## src/rtl/issue_arbiter_rr_pkg.sv

```systemverilog
// Shared definitions for arbiters that feed one execution unit from several issue buffers.
// Provides the default instruction width, the instruction word type and the source-index width helper.
package issue_pkg;

    localparam int DATA_WIDTH_DEF = 47;
    localparam int CD_W           = 4;

    typedef logic [DATA_WIDTH_DEF-1:0] instr_t;

    // Index width able to name every requester, never narrower than one bit.
    function automatic int src_width(input int num_req);
        int w;
        w = $clog2(num_req);
        return (w < 1) ? 1 : w;
    endfunction

endpackage

```

## src/rtl/issue_arbiter_rr_rr_pick.sv

```systemverilog
// Rotating-priority selector: searches req starting just after position last, wrapping around,
// and returns the first set position as one-hot grant plus binary index.
module rr_pick #(
    parameter int N  = 3,
    parameter int PW = 2
) (
    input  logic [N-1:0]  req,
    input  logic [PW-1:0] last,
    output logic [N-1:0]  grant,
    output logic [PW-1:0] idx,
    output logic          any
);

    logic [PW-1:0] cand_s;

    // Walk the N positions following last in priority order; the first request seen wins.
    always_comb begin
        grant  = {N{1'b0}};
        idx    = {PW{1'b0}};
        any    = 1'b0;
        cand_s = {PW{1'b0}};
        for (int off = 1; off <= N; off++) begin
            cand_s = PW'((int'(last) + off) % N);
            if (!any && req[cand_s]) begin
                grant[cand_s] = 1'b1;
                idx           = cand_s;
                any           = 1'b1;
            end else begin
                any = any;
            end
        end
    end

endmodule

```

## src/rtl/issue_arbiter_rr.sv

```systemverilog
// Issue arbiter: NUM_REQ issue buffers share one execution unit through a single-entry output register.
// Build macro ISSUE_ARB_PRIO0_EN gives requester 0 absolute priority over the round-robin group.
module issue_arbiter_rr
    import issue_pkg::*;
#(
    parameter int DATA_WIDTH    = DATA_WIDTH_DEF,
    parameter int NUM_REQ       = 3,
    parameter int INIT_INTERVAL = 1,
    parameter int SRC_W         = src_width(NUM_REQ)
) (
    input  logic                          clk,
    input  logic                          rst,
    input  logic                          flush,
    input  logic [DATA_WIDTH*NUM_REQ-1:0] req_data,
    input  logic [NUM_REQ-1:0]            req_valid,
    output logic [NUM_REQ-1:0]            req_ready,
    output logic [DATA_WIDTH-1:0]         issue_data,
    output logic                          issue_valid,
    input  logic                          issue_ready,
    output logic [SRC_W-1:0]              issue_src
);

    localparam logic [CD_W-1:0]  CD_RELOAD  = CD_W'(INIT_INTERVAL - 1);
    localparam logic [SRC_W-1:0] LAST_RESET = SRC_W'(NUM_REQ - 1);

    logic [DATA_WIDTH-1:0] issue_data_r;
    logic                  issue_valid_r;
    logic [SRC_W-1:0]      issue_src_r;
    logic [SRC_W-1:0]      last_grant_r;
    logic [CD_W-1:0]       cooldown_r;

    logic                  slot_free_s;
    logic                  can_grant_s;
    logic                  xfer_s;
    logic                  ptr_upd_s;
    logic [NUM_REQ-1:0]    pick_req_s;
    logic [NUM_REQ-1:0]    pick_grant_s;
    logic [SRC_W-1:0]      pick_idx_s;
    logic                  pick_any_s;
    logic [NUM_REQ-1:0]    win_grant_s;
    logic [SRC_W-1:0]      win_idx_s;
    logic                  win_any_s;
    logic [DATA_WIDTH-1:0] win_data_s;

`ifdef ISSUE_ARB_PRIO0_EN
    localparam logic [NUM_REQ-1:0] REQ0_MASK = NUM_REQ'(1);

    // Requester 0 stands outside the rotation; the rest share it.
    always_comb begin
        pick_req_s = req_valid & ~REQ0_MASK;
    end

    // Requester 0 overrides the rotating pick and leaves the pointer alone.
    always_comb begin
        if (req_valid[0]) begin
            win_grant_s = REQ0_MASK;
            win_idx_s   = {SRC_W{1'b0}};
            win_any_s   = 1'b1;
            ptr_upd_s   = 1'b0;
        end else begin
            win_grant_s = pick_grant_s;
            win_idx_s   = pick_idx_s;
            win_any_s   = pick_any_s;
            ptr_upd_s   = 1'b1;
        end
    end
`else
    // Every requester takes part in the rotation.
    always_comb begin
        pick_req_s = req_valid;
    end

    // The rotating pick is the winner and every grant moves the pointer.
    always_comb begin
        win_grant_s = pick_grant_s;
        win_idx_s   = pick_idx_s;
        win_any_s   = pick_any_s;
        ptr_upd_s   = 1'b1;
    end
`endif

    rr_pick #(
        .N  (NUM_REQ),
        .PW (SRC_W)
    ) u_pick (
        .req   (pick_req_s),
        .last  (last_grant_r),
        .grant (pick_grant_s),
        .idx   (pick_idx_s),
        .any   (pick_any_s)
    );

    // Grant qualification: ready is a function of valids and arbiter state only, never of data.
    always_comb begin
        slot_free_s = !issue_valid_r || issue_ready;
        can_grant_s = slot_free_s && (cooldown_r == {CD_W{1'b0}}) && !flush && !rst;
        if (can_grant_s) begin
            req_ready = win_grant_s;
        end else begin
            req_ready = {NUM_REQ{1'b0}};
        end
        xfer_s = can_grant_s && win_any_s;
    end

    // Select the winning requester's instruction slice.
    always_comb begin
        win_data_s = {DATA_WIDTH{1'b0}};
        for (int i = 0; i < NUM_REQ; i++) begin
            if (win_idx_s == SRC_W'(i)) begin
                win_data_s = req_data[i*DATA_WIDTH +: DATA_WIDTH];
            end else begin
                win_data_s = win_data_s;
            end
        end
    end

    // Output register, cooldown and pointer. Cooldown restarts on each accepted transfer so that
    // streaming issues reach the unit INIT_INTERVAL cycles apart; flush cancels it.
    always_ff @(posedge clk) begin
        if (rst) begin
            issue_valid_r <= 1'b0;
            issue_data_r  <= {DATA_WIDTH{1'b0}};
            issue_src_r   <= {SRC_W{1'b0}};
            last_grant_r  <= LAST_RESET;
            cooldown_r    <= {CD_W{1'b0}};
        end else begin
            if (flush) begin
                cooldown_r <= {CD_W{1'b0}};
            end else if (xfer_s) begin
                cooldown_r <= CD_RELOAD;
            end else if (cooldown_r != {CD_W{1'b0}}) begin
                cooldown_r <= cooldown_r - CD_W'(1);
            end

            if (flush) begin
                issue_valid_r <= 1'b0;
            end else if (xfer_s) begin
                issue_valid_r <= 1'b1;
            end else if (issue_ready) begin
                issue_valid_r <= 1'b0;
            end

            if (xfer_s) begin
                issue_data_r <= win_data_s;
                issue_src_r  <= win_idx_s;
                if (ptr_upd_s) begin
                    last_grant_r <= win_idx_s;
                end
            end
        end
    end

    assign issue_valid = issue_valid_r;
    assign issue_data  = issue_data_r;
    assign issue_src   = issue_src_r;

endmodule

```

## config.mk

```make
export PLATFORM = sky130hd
export DESIGN_NAME = issue_arbiter_rr
export DESIGN_NICKNAME = d
export VERILOG_FILES = /design/src/rtl/issue_arbiter_rr_pkg.sv /design/src/rtl/issue_arbiter_rr_rr_pick.sv /design/src/rtl/issue_arbiter_rr.sv
export SDC_FILE = /design/constraint.sdc
export NUM_CORES = 1
export LEC_CHECK = 0
export ABC_AREA = 1
export BUFFER_PORTS_ARGS = -buffer_cell sky130_fd_sc_hd__clkbuf_2
export CAP_MARGIN = 20
export CELL_PAD_IN_SITES_DETAIL_PLACEMENT = 0
export CELL_PAD_IN_SITES_GLOBAL_PLACEMENT = 1
export CORE_MARGIN = 2
export CORE_UTILIZATION = 31
export CTS_CLUSTER_DIAMETER = 150
export DETAILED_ROUTE_END_ITERATION = 16
export PLACE_DENSITY_LB_ADDON = 0.1
export SLEW_MARGIN = 5
export SYNTH_ARGS = -nofsm -noshare
export SYNTH_HDL_FRONTEND = slang
export SYNTH_SLANG_ARGS = --single-unit
```

## constraint.sdc

```tcl
create_clock -name clk -period 3.72 [get_ports clk]
set_input_delay 1.116 -clock clk [delete_from_list [all_inputs] [get_ports clk]]
set_output_delay 1.116 -clock clk [all_outputs]
set_load 0.02 [all_outputs]
```

==> impl_metrics.yaml, run 1 <==
status:
  status: "finished, final reports clean"
setup_path:
  crit_top_cell: "nand2_1"
  critPathArrivalTime_ps: 2310
  r2r_start: "issue_src[0]"
  r2r-end: "issue_data[10]"
  cp_top_family: "simple AND/OR/NAND/NOR gates"
  path_cells: "clkbuf_2 -> nand2_1 -> nand2_1 -> a21oi_2 -> inv_1 -> nor3_1 -> nand2_1 -> a21oi_1 -> clkbuf_2"
  cp-startpoint: "req_valid[0]"
  worstSetupEndpointType: "output pin"
  worstPathMaxFanout: 4
  cp-start-kind: "input pin"
  slowest_stage: "a21oi_2"
  critical_path_class: "input pin to output pin"
  critPathRequiredTime_ps: 2600
  reg2reg_depth: 13
  r2r_slack_ps: 1100
  worst-path-buf-inv: 3
  crit_path_max_incr_delay_ps: 240
floorplan:
  die_area_mm2: 0.0120
  num_rows: 38
  die_w_um: 110
  io_pins: 201
  die_h_um: 110
  start_util_pct: 31.8
  core_area_mm2: 0.0109
routing:
  drt-vias-per-instance: 4.68
  drc: 0
  num_vias: 4103
  wl_per_cell_um: 12.9
  routed_wl_um: 11300
  ant_nets: 0
  drt_iter0_markers: 210
  first_pass_iters: 4
pwr:
  vdd_drop_max_uv: 204
  total_power_mw: 1.95
  p_leak_nw: 2.48
  pwr_density_cell_mw_per_mm2: 426
synthesis:
  yosysWarnings: 0
  ys_ff_latch: 55
  yosysSeqAreaShare_pct: 31.8
  netlist_area_mm2: 0.00346
  mappedNetlistNets: 715
  ys.flop_type: "dfxtp_1"
  synth_edf_count: 0
  synthArstFlopShare_pct: 0
  ys_types: 26
  syn_area_per_cell_um2: 6.17
  netlist_instances: 561
finish:
  final_util_pct: 42.1
  syn2layout_area_growth_pct: 32.3
  multi_input_area_mm2: 0.00190
  final_layout_size_suffix_gt1_share_pct: 32.0
  seq_area_mm2: 0.00110
  final_cells: 877
  fillCellCount: 1203
  num_antenna_cells: 0
  nNetsFinal: 891
clock_tree:
  cts.reportedPaths.clkPinSlew_ps: 90
  numCtsBuffers: 5
  clkSinkCount: 55
  htree_levels: 2
  cts_hold_buf: 0
  cts_resized: 0
  clk_path_buf_depth: 2
  cts_tree: "yes"
  clock_tree.root_cell: "clkbuf_8"
  worstSkewPairLatency_ps: 310
  post_cts_buffers: 0
timing:
  final.setup.tns_ps: 0
  worst_slew_pin_slew_ps: 741
  hold_viol_final: 0
  min_period_over_period_pct: 92.2
  relSlewSlack_pct: 50.6
  fin_skew_ps: 7.32
  rsz0062_at_grt: "no"
  hold_slack_ps: 467
  setup_viol: 0
  fin_crit_ps: 3430
  drv_slew: 0
  timing.fmax_ghz: 0.292
hold_path:
  hold_end: "issue_data[36]"
  hold_depth: 2
  hold_start: "issue_data[36]"
  hold_path.class: "flop to flop"
grt:
  grt_overflow: 0
  grt_pass1_wl_um: 17600
  grt_max_degree: 50
  antenna_found_initial: 0
  grt_pass1_vias: 3752
  grt_usage_pct: 18.3
placement:
  dp_hpwl_um: 8250
  placedCellCount: 870
  gp_congestion: 0.779
  port_buffers: 200
run:
  maxCapViolCount: 0
worst max-delay path by stage:
stage,end,slack (ps),cells after the start
finish,req_ready[2],290,9
global route,req_ready[2],80,10
CTS,req_ready[2],300,9
detailed placement,req_ready[2],300,9
global placement,req_ready[2],360,9
floorplan,req_ready[1],300,9
registers in the layout (all words and copies together), names as in the netlist:
signal	count
issue_data	47
cooldown_r	4
issue_src	2
issue_valid	1
last_grant_r	1
cells in the final DEF (no fill, tap or decap), drive strengths merged:
| master | netlist | routed |
|---|---|---|
| dfxtp | 55 | 55 |
| inv | 67 | 67 |
| nand2 | 168 | 168 |
| buf | 21 | 8 |
| o211ai | 1 | 1 |
| nand3 | 92 | 92 |
| clkbuf | 18 | 206 |
| ha | 6 | 6 |
| nor2 | 22 | 22 |
| a21oi | 95 | 95 |
| nand4 | 5 | 5 |
| xnor2 | 2 | 2 |
| clkinv | 0 | 1 |
| o21ai | 3 | 3 |
| o21a | 2 | 2 |
| nand3b | 1 | 1 |
| nor3 | 3 | 3 |
layout make-up:
cell class / count / share of cell area (%)
Timing Repair Buffer: 208 / 23.2
Clock inverter: 1 / 0.109
Inverter: 67 / 5.49
Sequential cell: 55 / 24.0
Clock buffer: 6 / 1.80
Tap cell: 140 / 3.83
Multi-Input combinational cell: 400 / 41.6
kinds of logic after synthesis:
logic type | count (synthesis) | synth area share [%]
flip-flops | 55 | 31.8
XOR/XNOR | 2 | 0.506
AND/OR/NAND/NOR | 291 | 36.6
AO/OA/AOI/OAI | 101 | 15.7
buffers and inverters | 106 | 13.3
adder cells (fa/ha/maj) | 6 | 2.17
layer usage:
metal	vias up	part of all wire, %	global-route usage [%]
li1	2151	-	-
met1	1817	44	22.2
met2	120	48	32.8
met3	15	5.8	3.73
met4	0	1.4	4.70
met5	-	0	0
worst min-delay path, delay by kind of cell (launching register included):
kind | cells | cell delay (ps)
compound gates | 1 | 50
simple gates | 1 | 60
flops | 1 | 320
stage by stage:
stage | cell area (um^2) | setup slack [ps]
5_1_grt | 4580 | 76.9
3_3_place_gp | 4490 | 361
4_1_cts | 4580 | 298
6_report | 4580 | 290
2_1_floorplan | 3460 | 305
3_5_place_dp | 4490 | 300
power breakdown:
group          internal (mW)  switching, mW
registers              0.653         0.0340
logic                  0.314          0.603
clock network          0.147          0.199
total                   1.11          0.837
cells in the mapped netlist (2+ instances only):
library cell | count | share of area (%)
a21oi_1 | 88 | 13
a21oi_2 | 7 | 1.8
buf_2 | 13 | 1.9
buf_4 | 4 | 0.87
buf_6 | 4 | 1.3
clkbuf_1 | 18 | 2.0
dfxtp_1 | 55 | 32
ha_1 | 6 | 2.2
inv_1 | 62 | 6.7
inv_2 | 5 | 0.54
nand2_1 | 164 | 18
nand2_2 | 3 | 0.54
nand3_1 | 91 | 13
nand4_1 | 4 | 0.72
nor2_1 | 21 | 2.3
nor3_1 | 3 | 0.43
o21a_1 | 2 | 0.43
o21ai_0 | 2 | 0.29
xnor2_1 | 2 | 0.51
Power figures use the tool's default switching activity.
==> inputs of run 2 (changes only) <==
PLACE_DENSITY = 0.9   (was default)
PLACE_DENSITY_LB_ADDON = default   (was 0.1)
==> run 2 against run 1 <==
Via count grew 2.4%; largest cell class unchanged; utilization rose by 0.17 points; sequential power barely moved.
==> impl_metrics.yaml, run 2 (synthesis gave the netlist of run 1 again) <==
status:
  status: "finished, final reports clean"
grt:
  grt_max_degree: 50
  grt_overflow: 0
  grt_pass1_wl_um: 18500
  antenna_found_initial: 0
  grt_pass1_vias: 4042
  grt_usage_pct: 19.2
setup_path:
  cp-startpoint: "req_valid[1]"
  r2r_slack_ps: 1010
  path_cells: "clkbuf_2 -> inv_1 -> nand2_1 -> nand3_1 -> nand2_1 -> inv_1 -> nor3_1 -> nand2_1 -> a21oi_1 -> clkbuf_2"
  critPathRequiredTime_ps: 2600
  critical_path_class: "input pin to output pin"
  r2r-end: "cooldown_r[2]"
  crit_top_cell: "nand2_1"
  worstSetupEndpointType: "output pin"
  reg2reg_depth: 12
  crit_path_max_incr_delay_ps: 240
  critPathArrivalTime_ps: 2280
  r2r_start: "issue_src[0]"
  worstPathMaxFanout: 3
  slowest_stage: "nor3_1"
  cp-start-kind: "input pin"
timing:
  rsz0062_at_grt: "no"
  fin_crit_ps: 3400
  setup_viol: 0
  drv_slew: 0
  hold_viol_final: 0
  relSlewSlack_pct: 59.8
  fin_skew_ps: 5.28
  final.setup.tns_ps: 0
  min_period_over_period_pct: 91.3
  hold_slack_ps: 470
  timing.fmax_ghz: 0.294
  worst_slew_pin_slew_ps: 603
pwr:
  clock_power_share_pct: 16.5
  internal_power_mw: 1.11
  pwr-share-comb_pct: 48.3
  vdd_drop_max_uv: 267
  sw_frac_of_total_pct: 43.0
  p_leak_nw: 2.49
  total_power_mw: 1.95
  p_seq_share_pct: 35.2
  pwr_density_cell_mw_per_mm2: 424
  switchingPower_mw: 0.838
finish:
  final_layout_size_suffix_gt1_share_pct: 31.9
  fillCellCount: 1163
  num_antenna_cells: 0
  layout_common_cells: "clkbuf_2 (200), nand2_1 (163), nand3_1 (91), a21oi_1 (88), inv_1 (62)"
  final_common_cell: "clkbuf_2"
  largest_reg_flops: 47
  nNetsFinal: 892
  syn2layout_area_growth_pct: 32.9
clock_tree:
  htree_levels: 2
  clk_path_buf_depth: 2
  numCtsBuffers: 5
  worstSkewPairLatency_ps: 300
  cts_tree: "yes"
  cts.reportedPaths.clkPinSlew_ps: 100
  clkSinkCount: 55
  cts_hold_buf: 0
  clock_tree.root_cell: "clkbuf_8"
placement:
  gp_congestion: 0.821
  dp_hpwl_um: 8490
  port_buffers: 200
floorplan:
  core_area_mm2: 0.0109
  die_w_um: 110
  die_area_mm2: 0.0120
  start_util_pct: 31.8
  io_pins: 201
  die_h_um: 110
  num_rows: 38
routing:
  wl_per_cell_um: 13.2
  drc: 0
  routed_wl_um: 11600
  first_pass_iters: 4
  drt_iter0_markers: 205
  ant_nets: 0
  num_vias: 4200
  drt-vias-per-instance: 4.78
run:
  maxCapViolCount: 0
hold_path:
  hold_path.class: "flop to flop"
  hold_start: "issue_data[27]"
  hold_end: "issue_data[27]"
  hold_depth: 2
-- run 2: layout make-up --
type	count	area, um^2	area share (%)
multi-input cells	400	1910	41.5
flip-flops and latches	55	1100	23.9
repair buffers	209	1080	23.5
inverters	67	251	5.47
well taps	140	175	3.81
clock buffers	7	76.3	1.66
clock inverters	1	5.00	0.109
-- run 2: critical path, delay by kind of cell --
family                 cells  cell delay (ps)
buffers and inverters      4              420
and+or+nand+nor            5              610
AOI/OAI and AO/OA          1              130
-- run 2: timing repair --
item | CTS | global route
gates resized for setup | 0 | 0
buffers inserted | 0 | 1
setup endpoints to repair | 0 | 2
-- run 2: power groups by stage --
stage	clock, mW	sequential (mW)	combinational (mW)
detailed placement	0	0.700	0.940
finish	0.321	0.686	0.941
global route	0.367	0.695	1.05
CTS	0.339	0.687	0.944
floorplan	0	0.772	0.599
global placement	0	0.696	0.927
-- run 2: through the flow --
stage	utilization, %	setup slack (ps)	area, um^2	instances
after floorplan	-	305	3460	561
after global placement	41.4	365	4510	870
after detailed placement	41.4	258	4510	870
after CTS	42.2	253	4590	878
after global routing	42.2	68.0	4600	879
final	42.2	323	4600	879
-- run 2: metal layers --
metal | GRT usage (%) | vias up | share of wire [%]
li1 | - | 2150 | -
met1 | 22.1 | 1918 | 42
met2 | 34.9 | 122 | 51
met3 | 4.45 | 10 | 5.5
met4 | 6.06 | 0 | 1.1
met5 | 0 | - | 0
-- run 2: worst max path at each step --
stage,end,slack [ps],cells after the start
floorplan,req_ready[1],300,9
global placement,req_ready[2],360,9
detailed placement,req_ready[2],260,9
CTS,req_ready[2],250,9
finish,req_ready[2],320,10
global route,req_ready[0],70,11
